[config.mk]
export PLATFORM = sky130hd
export DESIGN_NAME = tlul_iopmp_steer
export DESIGN_NICKNAME = d
export VERILOG_FILES = /design/src/rtl/iopmp_pkg.sv /design/src/rtl/tlul_pkg.sv /design/src/rtl/tlul_route_fifo.sv /design/src/rtl/tlul_iopmp_steer.sv
export SDC_FILE = /design/constraint.sdc
export NUM_CORES = 1
export LEC_CHECK = 0
export CAP_MARGIN = 20
export CORE_AREA = 3 3 169 171
export DETAILED_ROUTE_END_ITERATION = 7
export DIE_AREA = 0 0 172 174
export GPL_ROUTABILITY_DRIVEN = 0
export GPL_TIMING_DRIVEN = 0
export MAX_ROUTING_LAYER = met4
export RECOVER_POWER = 50
export SLEW_MARGIN = 10
export SYNTH_ARGS = -nofsm -noshare
export SYNTH_HDL_FRONTEND = slang
export SYNTH_SLANG_ARGS = --single-unit
[constraint.sdc]
create_clock -name clk -period 2.5 [get_ports clk]
set_clock_uncertainty 0.2 [all_clocks]
set_input_delay 0.5 -clock clk [delete_from_list [all_inputs] [get_ports clk]]
set_output_delay 0.5 -clock clk [all_outputs]
set_load 0.05 [all_outputs]
[src/rtl/iopmp_pkg.sv]
// Route encoding and defaults for the IOPMP request steering block.
package iopmp_pkg;

    typedef enum logic {RouteDev, RouteBlk} steer_route_e;

    localparam int unsigned SteerMaxOutstDflt = 4;

endpackage

[src/rtl/tlul_pkg.sv]
// Minimal TL-UL channel types shared by the IOPMP steering slice.
package tlul_pkg;

    localparam logic [2:0] PutFullData   = 3'h0;
    localparam logic [2:0] Get           = 3'h4;
    localparam logic [2:0] AccessAck     = 3'h0;
    localparam logic [2:0] AccessAckData = 3'h1;

    typedef struct packed {
        logic        a_valid;
        logic [2:0]  a_opcode;
        logic [2:0]  a_param;
        logic [1:0]  a_size;
        logic [7:0]  a_source;
        logic [31:0] a_address;
        logic [3:0]  a_mask;
        logic [31:0] a_data;
        logic        d_ready;
    } tl_h2d_t;

    typedef struct packed {
        logic        d_valid;
        logic [2:0]  d_opcode;
        logic [2:0]  d_param;
        logic [1:0]  d_size;
        logic [7:0]  d_source;
        logic        d_sink;
        logic [31:0] d_data;
        logic        d_error;
        logic        a_ready;
    } tl_d2h_t;

endpackage

[src/rtl/tlul_route_fifo.sv]
// In-order FIFO of routes for accepted requests; the head selects the D-channel source.
module tlul_route_fifo
    import iopmp_pkg::*;
#(
    parameter int unsigned Depth = SteerMaxOutstDflt
) (
    input  logic         clk,
    input  logic         rst_n,
    input  logic         push,
    input  logic         pop,
    input  steer_route_e wdata,
    output steer_route_e rdata,
    output logic         full,
    output logic         empty
);

    localparam int unsigned PtrW = (Depth > 1) ? $clog2(Depth) : 1;
    localparam int unsigned CntW = $clog2(Depth + 1);

    logic [PtrW-1:0] wptr;
    logic [PtrW-1:0] rptr;
    logic [CntW-1:0] cnt;
    steer_route_e    mem [Depth];
    logic            do_push;
    logic            do_pop;

    assign do_push = push && !full;
    assign do_pop  = pop && !empty;
    assign full    = (cnt == CntW'(Depth));
    assign empty   = (cnt == '0);
    assign rdata   = mem[rptr];

    // Depth is a power of two, so pointer overflow is the modulo wrap.
    always_ff @(posedge clk or negedge rst_n) begin
        if (!rst_n) begin
            wptr <= '0;
            rptr <= '0;
            cnt  <= '0;
        end else begin
            if (do_push) wptr <= wptr + 1'b1;
            if (do_pop)  rptr <= rptr + 1'b1;
            case ({do_push, do_pop})
                2'b10:   cnt <= cnt + 1'b1;
                2'b01:   cnt <= cnt - 1'b1;
                default: cnt <= cnt;
            endcase
        end
    end

    always_ff @(posedge clk) begin
        if (do_push) mem[wptr] <= wdata;
    end

endmodule

[src/rtl/tlul_iopmp_steer.sv]
// Zero-latency steering of TL-UL requests to the device or a local responder by IOPMP verdict.
// Define IOPMP_STEER_DENY_CNT_EN to build the saturating denied-request counter.
module tlul_iopmp_steer
    import tlul_pkg::*;
    import iopmp_pkg::*;
#(
    parameter int unsigned MaxOutst = SteerMaxOutstDflt
) (
    input  logic        clk,
    input  logic        rst_n,
    input  tl_h2d_t     req_i,
    output tl_d2h_t     rsp_o,
    input  logic        allow_i,
    output tl_h2d_t     dev_req_o,
    input  tl_d2h_t     dev_rsp_i,
    output tl_h2d_t     blk_req_o,
    input  tl_d2h_t     blk_rsp_i,
    output logic [15:0] deny_cnt_o
);

    steer_route_e route_a;
    steer_route_e route_head;
    tl_d2h_t      head_rsp;
    logic         fifo_full;
    logic         fifo_empty;
    logic         fifo_push;
    logic         fifo_pop;

    assign route_a = allow_i ? RouteDev : RouteBlk;

    always_comb begin
        dev_req_o = req_i;
        blk_req_o = req_i;
        dev_req_o.a_valid = req_i.a_valid && !fifo_full && (route_a == RouteDev);
        blk_req_o.a_valid = req_i.a_valid && !fifo_full && (route_a == RouteBlk);
        // Only the target owning the oldest outstanding request may complete a D beat.
        dev_req_o.d_ready = req_i.d_ready && !fifo_empty && (route_head == RouteDev);
        blk_req_o.d_ready = req_i.d_ready && !fifo_empty && (route_head == RouteBlk);

        head_rsp = (route_head == RouteDev) ? dev_rsp_i : blk_rsp_i;
        rsp_o = head_rsp;
        rsp_o.d_valid = head_rsp.d_valid && !fifo_empty;
        rsp_o.a_ready = ((route_a == RouteDev) ? dev_rsp_i.a_ready : blk_rsp_i.a_ready)
                        && !fifo_full;
    end

    assign fifo_push = req_i.a_valid && rsp_o.a_ready;
    assign fifo_pop  = rsp_o.d_valid && req_i.d_ready;

    tlul_route_fifo #(
        .Depth (MaxOutst)
    ) u_route_fifo (
        .clk   (clk),
        .rst_n (rst_n),
        .push  (fifo_push),
        .pop   (fifo_pop),
        .wdata (route_a),
        .rdata (route_head),
        .full  (fifo_full),
        .empty (fifo_empty)
    );

`ifdef IOPMP_STEER_DENY_CNT_EN
    function automatic logic [15:0] sat_inc16(input logic [15:0] v);
        return (v == 16'hFFFF) ? v : v + 16'd1;
    endfunction

    logic [15:0] deny_cnt_q;

    always_ff @(posedge clk or negedge rst_n) begin
        if (!rst_n) begin
            deny_cnt_q <= '0;
        end else if (fifo_push && (route_a == RouteBlk)) begin
            deny_cnt_q <= sat_inc16(deny_cnt_q);
        end
    end

    assign deny_cnt_o = deny_cnt_q;
`else
    assign deny_cnt_o = '0;
`endif

endmodule

==> flow_metrics.tcl <==
set metrics [dict create \
    status "complete, but fails checks" \
    violations "negative setup slack" \
    hp-class "flip-flop to flip-flop" \
    slew_violations 0 \
    synth.top_cell.area_share_pct 52.41 \
    fillCellCount 2894 \
    reg2reg_from "u_route_fifo.rptr[0]" \
    startpoint "u_route_fifo.rptr[0]" \
    antenna_cells 0 \
    crit_chain "mux4_2, buf_12, buf_12, mux2_2, buf_6" \
    cts_tree "built" \
    synth.area.top_cells "buf_4 52%, mux2_2 12%, mux2_1 9.3%" \
    viasPerCell 2.918 \
    yosysMostFrequentCell "buf_4" \
    first_pass_iters 3 \
    pre_cts_slack_ps -641.7 \
    grt_start_max_net_pins 11 \
    synth_area_mm2 0.002650 \
    ys_seq_area_share_pct 11.14 \
    fin_ws_ps -176.0 \
    yosys.area.top_type "buf_4" \
    startpoint_type "flip-flop" \
    pin_count 433 \
    required_ps 1800 \
    core_area_mm2 0.02703 \
    cts_root_buffer "clkbuf_16" \
    fp.dieW_um 172 \
    relSlewSlack_pct 62.93 \
    ys.flop_type "dfrtp_1" \
    remaining_drc_errors 0 \
    critPathSlowestCell "mux4_2" \
    port_buffers 332 \
    die_h_um 174 \
    p_switching_mw 2.676 \
    setup_viol 54 \
    power_frac_comb_pct 88.2 \
    cp_data_arrival_time_ps 1980 \
    postSynth.asyncResetShare_pct 63.64 \
    cpMostUsedCell "buf_12" \
    syn2layout_area_growth_pct 155.9 \
    min-delay-start "u_route_fifo.cnt[2]" \
    place_inst 982 \
    ff2ff_path_depth 10 \
    hold_viol 0 \
    first_global_vias 2881 \
    maxCapViolations 0 \
    rsz0062_at_grt "yes" \
    synth_warnings 0 \
    p_leak_nw 3.045 \
    tightest_slew_ps 554.3 \
    p_int_mw 2.440 \
    routedWlPerCell_um 12.99 \
    vias 2898 \
    cts.sinks 11 \
    drive_gt1_share_pct 48.16 \
    fin_crit_sh_pct 107.0 \
    power_density_mw_per_mm2 754.2 \
    yosys-top-cells-count "185 x buf_4, 29 x mux2_2, 22 x mux2_1, 7 x dfrtp_1, 7 x inv_1" \
    initial_utilization_pct 9.806 \
    wl_um 12900 \
    cts_buffer_depth 2 \
    worstSetupPathType "flip-flop to output pin" \
    reg2reg_slack_ps -150 \
    drtIter0Drc 35 \
    die_area_mm2 0.02993 \
    switching_share_pct 52.30 \
    worstPathMaxFanout 10 \
    stdcell_count 993 \
    fin_nets 852 \
    max_freq_ghz 0.3737 \
    ir_worst_vdd_uv 505.3 \
    clk_pin_slew_ps 40 \
    grt_pass1_wl_um 17530 \
    grt_usage_pct 7.698 \
    cts_buffers 3 \
    p_seq_share_pct 6.1 \
    synthDistinctLibCells 25 \
    synth_edf_count 4 \
    clk_latency_ps 240 \
    htree_levels 1 \
    min_period_ps 2676 \
    holdPathStages 1 \
    grt.overflow.total 0 \
    ys_ff_latch 11 \
    dp_hpwl_um 11910 \
    antenna_found_initial 0 \
    core.rowCount 60 \
    max_stage_delay_ps 530 \
    synthCells 294 \
    clkPwrFrac_pct 5.7 \
    syn_avg_cell_area_um2 9.014 \
    p_total_mw 5.116 \
    critPathCaptureType "output pin" \
    drtAntennaViolNets 0 \
]
-- registers in the layout, summed over array words and instances, names as in the netlist --
name               flops
u_route_fifo.mem       4
u_route_fifo.rptr      2
u_route_fifo.wptr      2
u_route_fifo.cnt       3
-- routing by layer --
layer | wire length [µm] | global-route usage (%)
met1 | 4919 | 9.082
met2 | 6926 | 14.38
met3 | 1018 | 0.9779
met4 | 36 | 0.6321
met5 | 0 | -
-- cell families (layout without fill, tap and decap cells) --
kind of cell / Yosys count / after routing / share of synthesized area [%]
buffers and inverters: 197 / 540 / 55.52
muxes: 55 / 55 / 24.13
and+or+nand+nor: 18 / 18 / 3.966
DFF: 11 / 11 / 11.14
adders and majority gates: 6 / 6 / 3.116
xor gates and xnor gates: 6 / 6 / 1.983
other: 1 / 16 / 0.1415
-- power groups by stage --
| stage | registers, mW | clock network, mW | logic (mW) |
|---|---|---|---|
| after global routing | 0.324 | 0.306 | 4.70 |
| after floorplan | 0.303 | 0 | 2.80 |
| after global placement | 0.316 | 0 | 4.06 |
| final | 0.313 | 0.291 | 4.51 |
| after CTS | 0.314 | 0.298 | 4.56 |
| after detailed placement | 0.320 | 0 | 4.06 |
-- cell usage in the layout (no fill, tap or decap), drive strengths merged --
cell and count:
buf 250, nor3b 1, nor2b 1, and3b 1, or3b 1, ha 5, dlygate4sd3 2, xnor2 2
mux4 1, clkdlybuf4s50 274, and2 4, dfrtp 7, nor3 1, dlygate4sd2 2, fa 1, clkbuf 5
conb 16, nor2 7, inv 7, xor2 4, nand2b 1, mux2 51, edfxtp 4, mux2i 3
nand2 1
-- final cells by class --
cell class / instances / area (µm²) / share of cell area, %
tap: 341 / 426.7 / 6.290
clock buffer: 4 / 78.83 / 1.162
sequential: 11 / 295.3 / 4.353
buffer: 190 / 1496 / 22.06
inverter: 7 / 26.28 / 0.3874
multi-input combinational: 101 / 1001 / 14.76
timing repair buffer: 339 / 3458 / 50.99
-- timing repair --
item / in CTS / in global routing
setup endpoints to repair: 58 / 56
pin swaps: 4 / 1
hold buffers: 0 / 0
resized for setup: 409 / 7
setup buffers: 5 / 1
cloned: 1 / 0
-- critical path, delay by kind of cell (launching register included) --
| kind | cells | cell delay [ps] |
|---|---|---|
| mux | 2 | 860 |
| buf+inv | 3 | 500 |
| flops | 1 | 360 |
-- final timing paths --
path	endpoint
setup / recovery	rsp_o[24]
hold / removal	u_route_fifo.cnt[2]
setup reg to reg	u_route_fifo.cnt[2]
hold reg to reg	u_route_fifo.cnt[2]
max in group asynchronous	u_route_fifo.cnt[1]
min in group asynchronous	u_route_fifo.wptr[1]
-- metrics by stage --
stage | hold slack, ps | instance area (µm²) | setup TNS [ps] | util [%]
floorplan | 4.409 | 2711 | -226.1 | -
global placement | 271.5 | 6461 | -27540 | 23.91
CTS | 286.3 | 6769 | -7799 | 25.05
detailed placement | 273.7 | 6461 | -27850 | 23.91
global route | 297.4 | 6783 | -9389 | 25.10
finish | 287.8 | 6783 | -6433 | 25.10
Note: power is estimated with default switching activity, not from simulation.
